File: src/rtl/afifo_frame_writer_pkg.sv
// Shared types for the async FIFO write-side frame admission controller.
package afifo_frame_writer_pkg;

   typedef enum logic [1:0] {
      IDLE = 2'd0,
      PASS = 2'd1,
      DROP = 2'd2
   } state_t;

   // Flag positions inside the FIFO word {err, last, payload}.
   function automatic int err_bit(input int data_width);
      return data_width + 1;
   endfunction

   function automatic int last_bit(input int data_width);
      return data_width;
   endfunction

endpackage

File: src/rtl/afifo_frame_writer_sat_cnt16.sv
// 16-bit event counter that sticks at all-ones instead of wrapping.
module sat_cnt16
   import afifo_frame_writer_pkg::*;
(
   input  logic        clk,
   input  logic        rst,
   input  logic        inc,
   output logic [15:0] count
);

   // Count enabled events, holding at the maximum value.
   always_ff @(posedge clk) begin
      if (rst) begin
         count <= 16'd0;
      end else if (inc && (count != 16'hFFFF)) begin
         count <= count + 16'd1;
      end
   end

endmodule

File: src/rtl/afifo_frame_writer.sv
// Frame admission in front of an async FIFO write port: a frame is admitted
// only if a worst-case frame fits at its first beat, otherwise it is dropped
// whole; oversize frames are cut at MAX_FRAME beats and flagged with err.
module afifo_frame_writer
   import afifo_frame_writer_pkg::*;
#(
   parameter int DATA_WIDTH = 8,
   parameter int PTR_WIDTH  = 5,
   parameter int MAX_FRAME  = 16
) (
   input  logic                  wr_clk_i,
   input  logic                  rst_i,
   input  logic [DATA_WIDTH-1:0] s_data_i,
   input  logic                  s_valid_i,
   input  logic                  s_last_i,
   output logic                  s_ready_o,
   input  logic [PTR_WIDTH:0]    wr_cnt_i,
   input  logic                  wr_full_i,
   output logic                  wr_en_o,
   output logic [DATA_WIDTH+1:0] wr_data_o,
   output logic [15:0]           frame_cnt_o,
   output logic [15:0]           drop_cnt_o,
   output logic [15:0]           trunc_cnt_o,
   output logic                  ovf_o
);

   localparam int IDX_W    = $clog2(MAX_FRAME + 1);
   localparam int FREE_W   = PTR_WIDTH + 2;
   localparam int ERR_BIT  = err_bit(DATA_WIDTH);
   localparam int LAST_BIT = last_bit(DATA_WIDTH);

   localparam logic [FREE_W-1:0] DEPTH     = FREE_W'(2 ** PTR_WIDTH);
   localparam logic [FREE_W-1:0] NEED_FREE = FREE_W'(MAX_FRAME);
   localparam logic [IDX_W-1:0]  TRUNC_IDX = IDX_W'(MAX_FRAME - 1);

   state_t            state, state_nxt;
   logic [IDX_W-1:0]  idx, idx_nxt;
   logic [FREE_W-1:0] free;
   logic              accept;
   logic              write, wr_last, wr_err;
   logic              inc_frame, inc_drop, inc_trunc;

   assign s_ready_o = (state == PASS) ? ~wr_full_i : 1'b1;
   assign accept    = s_valid_i & s_ready_o;

   // The beat registered last cycle is not yet reflected in wr_cnt_i.
   assign free = DEPTH - FREE_W'(wr_cnt_i) - FREE_W'(wr_en_o);

   // State and beat-index registers.
   always_ff @(posedge wr_clk_i) begin
      if (rst_i) begin
         state <= IDLE;
         idx   <= '0;
      end else begin
         state <= state_nxt;
         idx   <= idx_nxt;
      end
   end

   // Admission, forwarding and truncation decisions for the accepted beat.
   always_comb begin
      state_nxt = state;
      idx_nxt   = idx;
      write     = 1'b0;
      wr_last   = 1'b0;
      wr_err    = 1'b0;
      inc_frame = 1'b0;
      inc_drop  = 1'b0;
      inc_trunc = 1'b0;
      if (accept) begin
         unique case (state)
            IDLE: begin
               if (free >= NEED_FREE) begin
                  write     = 1'b1;
                  wr_last   = s_last_i;
                  inc_frame = 1'b1;
                  idx_nxt   = IDX_W'(1);
                  if (!s_last_i) state_nxt = PASS;
               end else begin
                  inc_drop = 1'b1;
                  if (!s_last_i) state_nxt = DROP;
               end
            end
            PASS: begin
               write   = 1'b1;
               idx_nxt = idx + IDX_W'(1);
               if (s_last_i) begin
                  wr_last   = 1'b1;
                  state_nxt = IDLE;
               end else if (idx == TRUNC_IDX) begin
                  wr_last   = 1'b1;
                  wr_err    = 1'b1;
                  inc_trunc = 1'b1;
                  state_nxt = DROP;
               end
            end
            DROP: begin
               if (s_last_i) state_nxt = IDLE;
            end
            default: state_nxt = IDLE;
         endcase
      end
   end

   // FIFO write port: one-cycle pulse, data held between writes.
   always_ff @(posedge wr_clk_i) begin
      if (rst_i) begin
         wr_en_o   <= 1'b0;
         wr_data_o <= '0;
      end else begin
         wr_en_o <= write;
         if (write) begin
            wr_data_o[ERR_BIT]          <= wr_err;
            wr_data_o[LAST_BIT]         <= wr_last;
            wr_data_o[DATA_WIDTH-1:0]   <= s_data_i;
         end
      end
   end

   // Sticky flag for a write issued into a full FIFO.
   always_ff @(posedge wr_clk_i) begin
      if (rst_i) begin
         ovf_o <= 1'b0;
      end else if (wr_en_o && wr_full_i) begin
         ovf_o <= 1'b1;
      end
   end

   sat_cnt16 u_frame_cnt (
      .clk   (wr_clk_i),
      .rst   (rst_i),
      .inc   (inc_frame),
      .count (frame_cnt_o)
   );

   sat_cnt16 u_drop_cnt (
      .clk   (wr_clk_i),
      .rst   (rst_i),
      .inc   (inc_drop),
      .count (drop_cnt_o)
   );

   sat_cnt16 u_trunc_cnt (
      .clk   (wr_clk_i),
      .rst   (rst_i),
      .inc   (inc_trunc),
      .count (trunc_cnt_o)
   );

endmodule

File: config.mk
export PLATFORM = sky130hd
export DESIGN_NAME = afifo_frame_writer
export DESIGN_NICKNAME = d
export VERILOG_FILES = /design/src/rtl/afifo_frame_writer_pkg.sv /design/src/rtl/afifo_frame_writer_sat_cnt16.sv /design/src/rtl/afifo_frame_writer.sv
export SDC_FILE = /design/constraint.sdc
export NUM_CORES = 1
export LEC_CHECK = 0
export CAP_MARGIN = 20
export CORE_ASPECT_RATIO = 1.2
export CORE_UTILIZATION = 24
export CTS_BUF_LIST = sky130_fd_sc_hd__clkbuf_8
export CTS_CLUSTER_DIAMETER = 80
export CTS_CLUSTER_SIZE = 16
export DETAILED_ROUTE_END_ITERATION = 10
export PLACE_DENSITY = 0.5
export SETUP_SLACK_MARGIN = 0.15
export SYNTH_ARGS = -nofsm -noshare
export SYNTH_HDL_FRONTEND = slang
export SYNTH_SLANG_ARGS = --single-unit
File: constraint.sdc
create_clock -name wr_clk_i -period 7.8 [get_ports wr_clk_i]
set_input_delay 2.34 -clock wr_clk_i [delete_from_list [all_inputs] [get_ports wr_clk_i]]
set_output_delay 2.34 -clock wr_clk_i [all_outputs]
set_load 0.01 [all_outputs]
* Word level (Yosys, flattened, before mapping)
Index checks and enable logic that the tools add are counted.
** Operators by class
- Add/subtract/negate cells :: 6
- $mul :: 0
- Divide/modulo/power cells :: 0
- Order comparisons :: 1
- Eq/ne operators :: 10
- Shifts and indexed selects :: 0
- Multiplexer cells :: 26
- Bitwise gates (word level) :: 2
- Reductions and logical operators :: 8
** Operators by type and width (count)
- adder 16 x 1 -> 16 bit (second input constant) :: 3
- inequality test 16 bit (second input constant) :: 3
- 2-to-1 mux 1 bit :: 15
- 2-to-1 mux 2 bit :: 6
- one-hot mux 5 bit (2 select lines) :: 1
- greater-or-equal comparator 7 x 5 -> 1 bit (second input constant) :: 1
- subtractor 6 x 6 -> 7 bit (first input constant) :: 1
- subtractor 7 x 1 -> 7 bit :: 1
- inequality test 2 bit (second input constant) :: 3
- one-hot mux 2 bit (3 select lines) :: 1
- adder 5 x 1 -> 5 bit (second input constant) :: 1
- == test 5 x 4 -> 1 bit (second input constant) :: 1
- 2-to-1 mux 5 bit :: 1
- logical AND 1 bit :: 4
- one-hot mux 1 bit (2 select lines) :: 2
- AND reduction 4 bit :: 1
- inequality test 3 x 2 -> 1 bit (second input constant) :: 1
- AND reduction 3 bit :: 1
- == test 2 x 1 -> 1 bit (second input constant) :: 1
- == test 2 bit (second input constant) :: 1
- logical NOT 2 bit :: 1
- nonzero test 2 bit :: 1
- bitwise AND 1 bit :: 1
- inverter 1 bit :: 1
** Storage, ports and cells
- Register bits :: 67
- Latch bits :: 0
- RAM bits :: 0
- ROM bits :: 0
- Bits of input ports :: 19
- Output and inout bits :: 61
- Word-level logic and storage cells :: 61
- Memories kept :: 0

* Depth between registers and ports, before layout
Gate-level depths: netlist of run 1.
- Word-level depth :: 7
- Gate-level depth with buffers :: 12
- Gate-level depth less buffers :: 10

* By module
Synthesis of run 1 repeated with hierarchy kept, for this count alone.
** Second synthesis, totals
- Cells, all modules :: 430
- Area total of the unflattened synthesis :: 3631.0 sq um
** Modules (own cells, without submodules)
- sat_cnt16 :: times used 3, cells an instance 99, area each 848.3 sq um, seq. area each 320.3 sq um
- afifo_frame_writer :: times used 1, cells an instance 133, area each 1086.0 sq um, seq. area each 380.4 sq um

* Worst setup path after synthesis of run 1
OpenSTA, ideal clock, no wires.
- Kind :: input -> output
- Start :: input wr_full_i
- End :: output s_ready_o
- Data arrival time :: 2.421 ns
- Data required time :: 5.460 ns
- Slack :: 3.039 ns
- Cell stages on the path :: 1
- Path buffers :: 0
- Path through :: nand2_1
** Between the ends
- Cells in the longest elaborated chain, start to end :: 2
** Ends and longest elaborated chain
- start: declaration :: RTL line afifo_frame_writer.sv:18 : input logic wr_full_i,
- inverter 1 bit :: RTL line afifo_frame_writer.sv:43 : assign s_ready_o = (state == PASS) ? ~wr_full_i : 1'b1;
- 2-to-1 mux 1 bit :: RTL line afifo_frame_writer.sv:43
- end: declaration :: RTL line afifo_frame_writer.sv:16 : output logic s_ready_o,
No other way between the ends.

* Worst setup path after layout of run 1
Ends and elaborated chain as after synthesis.

==> reports/results.ini, run 1 <==
[timing]
setup_viol=0
max_freq_mhz=171
hold_viol=0
finalCritPeriodShare_pct=74.9
finalSetupTns_ns=0
tightest_slew_ns=0.886
rsz0062_at_grt=false
slew_headroom_pct=40.9
finalClockSkew_ns=0.00985
min_period_ns=5.84
final_max_slew_viol_count=0

[critical_path]
path_class=in2out
arrival_ns=3.50
r2r_slack_ns=4.86
cp-start-kind=primary input
crit_fanout=7
required_ns=5.46
reg2reg_depth=8
startpoint=wr_full_i
r2r_end=u_frame_cnt.count[9]
endpoint_kind=output port
reg2reg_from=wr_en_o

[global_routing]
grt_pass1_wl_um=15900
use_met1_pct=15.1
grt_start_max_net_pins=67
overflow=0
grt_pass1_vias=3342
gr-usage-met2_pct=22.2
grt.busiest_layer=met2
grtUsageMet3_pct=2.75
antenna_found_initial=0
grtUsageTotal_pct=13.0

[floorplan]
core-area_mm2=0.0150
ios=80
fp.dieH_um=137
num_rows=49
initial_core_util_pct=24.4
die_area_mm2=0.0157
die_w_um=115

[finish]
ff_latch_area_mm2=0.00134
num_antenna_cells=0
drive_gt1_share_pct=7.49
nNetsFinal=548
area_delta_synth_final_pct=32.6
fill_cells=1614
multi_input_area_mm2=0.00217

[synthesis]
async_flop_share_pct=0
synth_compound_area_share_pct=15.7
yosysUniqueCellTypes=56
synth_most_common_cell=dfxtp_1
syn_nets=476
ys.warnings.count=0
synth-edff-count=0
synth-main-ff-cell=dfxtp_1
synth-simple-area-share_pct=30.9
yosysTopAreaCell=dfxtp_1
yosysTopAreaCellShare_pct=36.7
synthCells=444
ys_ff_latch=67
netlist_area_mm2=0.00365
synth_top_family_by_area=simple AND/OR/NAND/NOR gates
ys_seq_area_share_pct=36.7
synth-xor-area-share_pct=2.40
synth_commonest_cells=dfxtp_1 (67), nor2_1 (45), nand2_1 (44)
synth_fa_ha_area_share_pct=4.45
synth_area_leaders=dfxtp_1 (37%), nor2_1 (4.6%), nand2_1 (4.5%)
syn_area_per_cell_um2=8.23
synthMuxAreaShare_pct=5.79

[cts]
cts.sinks=67
htreeDepth=3
insertion_delay_ns=0.37
cts_tree=yes
postCtsSetupBuffers=0
clock-root-buffer=clkbuf_8
clockBufferDepth=2
cts_resized=0
path_clk_slew_ns=0.08
cts_inserted_buffers=9
cts_hold_buf=0

[route]
drtIter0Drc=210
wirelength_um=9710
dr.pass1.iters=4
via_per_inst=4.90
final_antenna_net_count=0
drc=0
vias=3549
avgRoutedWirePerCell_um=13.4

[hold_path]
min_from=wr_data_o[7]
holdPathStages=2
worstHoldEndpoint=wr_data_o[7]
min_path_type=reg2reg

[power]
vdd_ir_drop_max_mv=0.0547
powerDensity_mw_per_mm2=154
total_power_mw=0.747
p_leak_nw=1.60

[placed_design]
routabilityCongestion=0.799
port_buffers=79
hpwl_um=6680

[run_status]
status=complete, no violations

[flow_run]
cap_viol_max_count=0

## kinds of logic after synthesis
| kind of cell | after synthesis |
|---|---|
| adders and majority gates | 13 |
| AOI/OAI and AO/OA | 86 |
| and+or+nand+nor | 210 |
| DFF | 67 |
| muxes | 20 |
| buffers and inverters | 38 |
| xor gates and xnor gates | 10 |
## worst max-delay path by stage
stage,slack (ns),endpoint
2_1_floorplan,3.04,s_ready_o
3_3_place_gp,1.96,s_ready_o
3_5_place_dp,1.95,s_ready_o
4_1_cts,1.94,s_ready_o
5_1_grt,1.91,s_ready_o
6_report,1.96,s_ready_o
## registers in the layout, indices dropped and copies added, names as in the netlist
name / cells
u_drop_cnt.count: 16
u_frame_cnt.count: 16
u_trunc_cnt.count: 16
wr_data_o: 10
idx: 5
state: 2
ovf_o: 1
wr_en_o: 1
## final cells by class
type,instances,share of cell area (%)
repair buffers,84,17.1
clock buffers,9,2.56
multi-input cells,339,44.8
flip-flops and latches,67,27.7
clock inverters,7,1.45
well taps,204,5.27
inverters,15,1.16
## power by group
group	switching (mW)	internal, mW
clock	0.152	0.146
sequential	0.00716	0.350
combinational	0.0515	0.0404
total	0.210	0.537
## worst max-delay path, stage by stage
cell             delay, ns
clkdlybuf4s50_1       0.52
nand2_1               0.11
clkdlybuf4s50_1       0.53
## routing by layer
layer | routed length [um] | vias to the layer above
li1 | - | 1778
met1 | 4360 | 1678
met2 | 4760 | 80
met3 | 378 | 13
met4 | 210 | 0
met5 | 0 | -
## layout by cell type, fill, tap and decap left out, types with 5 or more instances in the layout
cell / n
clkbuf_8: 9
mux2i_1: 11
nand2_1: 44
and2_1: 5
nor2b_1: 9
nor4_1: 12
ha_1: 13
nor2_1: 45
clkdlybuf4s50_1: 78
and4_1: 6
dfxtp_1: 67
nand3b_1: 5
nand4_1: 10
mux2_2: 9
o31ai_1: 14
inv_1: 15
or3_1: 9
a21oi_1: 29
xnor2_1: 9
o21ai_0: 15
or4_1: 11
nor3_1: 11
nand3_1: 23
## stage by stage
step / instance area (um2) / worst slack, ns / instances / utilization, % / hold WS (ns)
2_1_floorplan: 3650 / 3.04 / 444 / - / 0.469
3_3_place_gp: 4640 / 1.96 / 708 / 31.0 / 0.444
3_5_place_dp: 4650 / 1.95 / 709 / 31.1 / 0.457
4_1_cts: 4840 / 1.94 / 725 / 32.4 / 0.470
5_1_grt: 4840 / 1.91 / 725 / 32.4 / 0.490
6_report: 4840 / 1.96 / 725 / 32.4 / 0.464
Power figures use the tool's default switching activity.
==> run 2, diff against run 1 <==
==> constraint.sdc (replaced) <==
create_clock -name wr_clk_i -period 5.7 [get_ports wr_clk_i]
set_input_delay 1.71 -clock wr_clk_i [delete_from_list [all_inputs] [get_ports wr_clk_i]]
set_output_delay 1.71 -clock wr_clk_i [all_outputs]
set_load 0.01 [all_outputs]
==> run 2 against run 1 <==
Net effect:
- utilization increased by 0.37 points
- largest power group unchanged
- clock power increased by 64%
- combinational power is 38% higher
- die area unchanged
- non-clock buffer count up 1
- clock skew rose by 0.0021 ns
- cell area rose by 1.1%
- clock-buffer cell count did not move
- highest routed layer unchanged
- sequential share of layout area down 0.31 points
==> reports/results.ini, run 2 (synthesized netlist as in run 1, its figures left out) <==
[placed_design]
routabilityCongestion=0.826  ; +3.3%
place_inst=710  ; +0.14%
post-place-ws_ns=0.940  ; -1.01 ns
hpwl_um=6840  ; +2.5%
dpl-instance-area_mm2=0.00466  ; +0.16%
port_buffers=79  ; unchanged

[critical_path]
path_class=in2out
reg2reg_from=wr_en_o
max_stage_delay_ns=0.53  ; about the same
required_ns=3.99  ; -1.47 ns
cpMostUsedCell=clkdlybuf4s50_1
crit_fanout=7  ; unchanged
reg2reg_depth=8  ; unchanged
crit_end=s_ready_o
cp.depth=3  ; unchanged
startpoint=wr_full_i
path_buf_inv=2  ; unchanged
cp-start-kind=primary input
endpoint_kind=output port
arrival_ns=2.87  ; -0.63 ns
r2r_end=u_frame_cnt.count[7]
cp_slowest_cell=clkdlybuf4s50_1
path_cells=clkdlybuf4s50_1 -> nand2_1 -> clkdlybuf4s50_1
r2r_slack_ns=2.75  ; -2.11 ns
crit_family=buffers and inverters

[power]
power.share.sequential_pct=44.3  ; -3.5 points
p_comb_share_pct=11.5  ; -0.8 points
internal_power_mw=0.824  ; +54%
switching_share_pct=25.5  ; -2.7 points
vdd_ir_drop_max_mv=0.0853  ; +56%
clkPwrFrac_pct=44.2  ; +4.3 points
p_leak_nw=1.63  ; +1.8%
powerDensity_mw_per_mm2=226  ; +46%
p_sw_mw=0.282  ; +34%

[global_routing]
grt_pass1_vias=3432  ; +2.7%
grtUsageTotal_pct=13.3  ; +0.29 points
grt_start_max_net_pins=66  ; -1.5%
overflow=0  ; unchanged
antenna_found_initial=0  ; unchanged
grt_pass1_wl_um=16500  ; +4.1%

[timing]
hold_viol=0  ; unchanged
slew_headroom_pct=40.4  ; -0.51 points
final_max_slew_viol_count=0  ; unchanged
min_period_ns=4.58
rsz0062_at_grt=false
finalCritPeriodShare_pct=80.3
finalClockSkew_ns=0.0119  ; +0.00207 ns
setup_viol=0  ; unchanged
tightest_slew_ns=0.886  ; -0.000521 ns
max_freq_mhz=218
postLayoutSetupSlackWorst_ns=1.12  ; -0.836 ns
finalSetupTns_ns=0  ; unchanged

[floorplan]
num_rows=49  ; unchanged
ios=80  ; unchanged
fp.dieH_um=137  ; unchanged
die_w_um=115  ; unchanged
initial_core_util_pct=24.4  ; unchanged
die_area_mm2=0.0157  ; unchanged
core-area_mm2=0.0150  ; unchanged

[finish]
layout_common_cells=clkdlybuf4s50_1 (78), dfxtp_1 (67), nor2_1 (45)
fin_area_mm2=0.00490  ; +1.1%
area_delta_synth_final_pct=34.1
drive_gt1_share_pct=7.66  ; +0.18 points
nNetsFinal=549  ; +0.18%
post-route-util_pct=32.8  ; +0.37 points
reg.largest.list=u_drop_cnt.count x16, u_frame_cnt.count x16, u_trunc_cnt.count x16
num_antenna_cells=0  ; unchanged
layout_commonest_cell=clkdlybuf4s50_1
finalNonFillerCells=726  ; +0.14%
fill_cells=1647  ; +2.0%

[cts]
htreeDepth=3  ; unchanged
clock-root-buffer=clkbuf_8
cts_resized=0  ; unchanged
cts_inserted_buffers=9  ; unchanged
postCtsSetupBuffers=0  ; unchanged
cts.sinks=67  ; unchanged
insertion_delay_ns=0.36  ; about the same
path_clk_slew_ns=0.08  ; about the same
clockBufferDepth=2  ; unchanged
cts_tree=yes
cts_hold_buf=0  ; unchanged

[route]
avgRoutedWirePerCell_um=13.9  ; +3.6%
vias=3570  ; +0.59%
wirelength_um=10100  ; +3.7%
via_per_inst=4.92  ; +0.45%
dr.pass1.iters=4  ; unchanged
final_antenna_net_count=0  ; unchanged
drtIter0Drc=184  ; -12%
drc=0  ; unchanged

[flow_run]
cap_viol_max_count=0  ; unchanged

[run_status]
status=complete, no violations

[hold_path]
min_path_type=reg2reg

## run 2: worst min path at each step
stage	from	end	slack (ns)	cells after the start
after floorplan	idx[4]	idx[4]	0.47	1
after global placement	wr_data_o[2]	wr_data_o[2]	0.44	2
after detailed placement	wr_data_o[6]	wr_data_o[6]	0.46	2
after CTS	wr_data_o[6]	wr_data_o[6]	0.47	2
after global routing	wr_data_o[3]	wr_data_o[3]	0.49	2
final	wr_data_o[6]	wr_data_o[6]	0.47	2
## run 2: power by group through the flow
stage / Clock [mW] / Sequential, mW / Combinational, mW
after global placement: 0 / 0.500 / 0.127
final: 0.489 / 0.490 / 0.127
after floorplan: 0 / 0.502 / 0.0697
after CTS: 0.511 / 0.490 / 0.129
after detailed placement: 0 / 0.500 / 0.129
after global routing: 0.523 / 0.492 / 0.141
## run 2: cell type report
type	instances	area [um2]	share of cell area [%]
Clock buffer	9	124	2.53
Clock inverter	7	118	2.40
Inverter	15	56.3	1.15
Multi-Input combinational cell	339	2170	44.3
Sequential cell	67	1340	27.4
Tap cell	204	255	5.21
Timing Repair Buffer	85	835	17.0
## run 2: layer usage
layer,up-vias,GRT usage [%],part of all wire [%]
met5,-,0,0
met4,0,6.28,1.9
met3,16,2.61,3.9
met2,77,23.1,48
met1,1701,15.6,46
li1,1776,-,-
## run 2: through the flow
stage,power (mW),hold WS (ns)
detailed placement,0.629,0.455
global placement,0.627,0.445
finish,1.11,0.466
CTS,1.13,0.470
global route,1.16,0.495
floorplan,0.571,0.469
## run 2: worst reg2reg max path, delay by kind of cell (launching register included)
family | cells | cell delay [ns]
AO/OA/AOI/OAI | 2 | 0.94
adder cells (fa/ha/maj) | 2 | 0.39
buffers and inverters | 1 | 0.05
multiplexers | 1 | 0.38
flip-flops | 1 | 0.36
AND/OR/NAND/NOR | 2 | 0.73
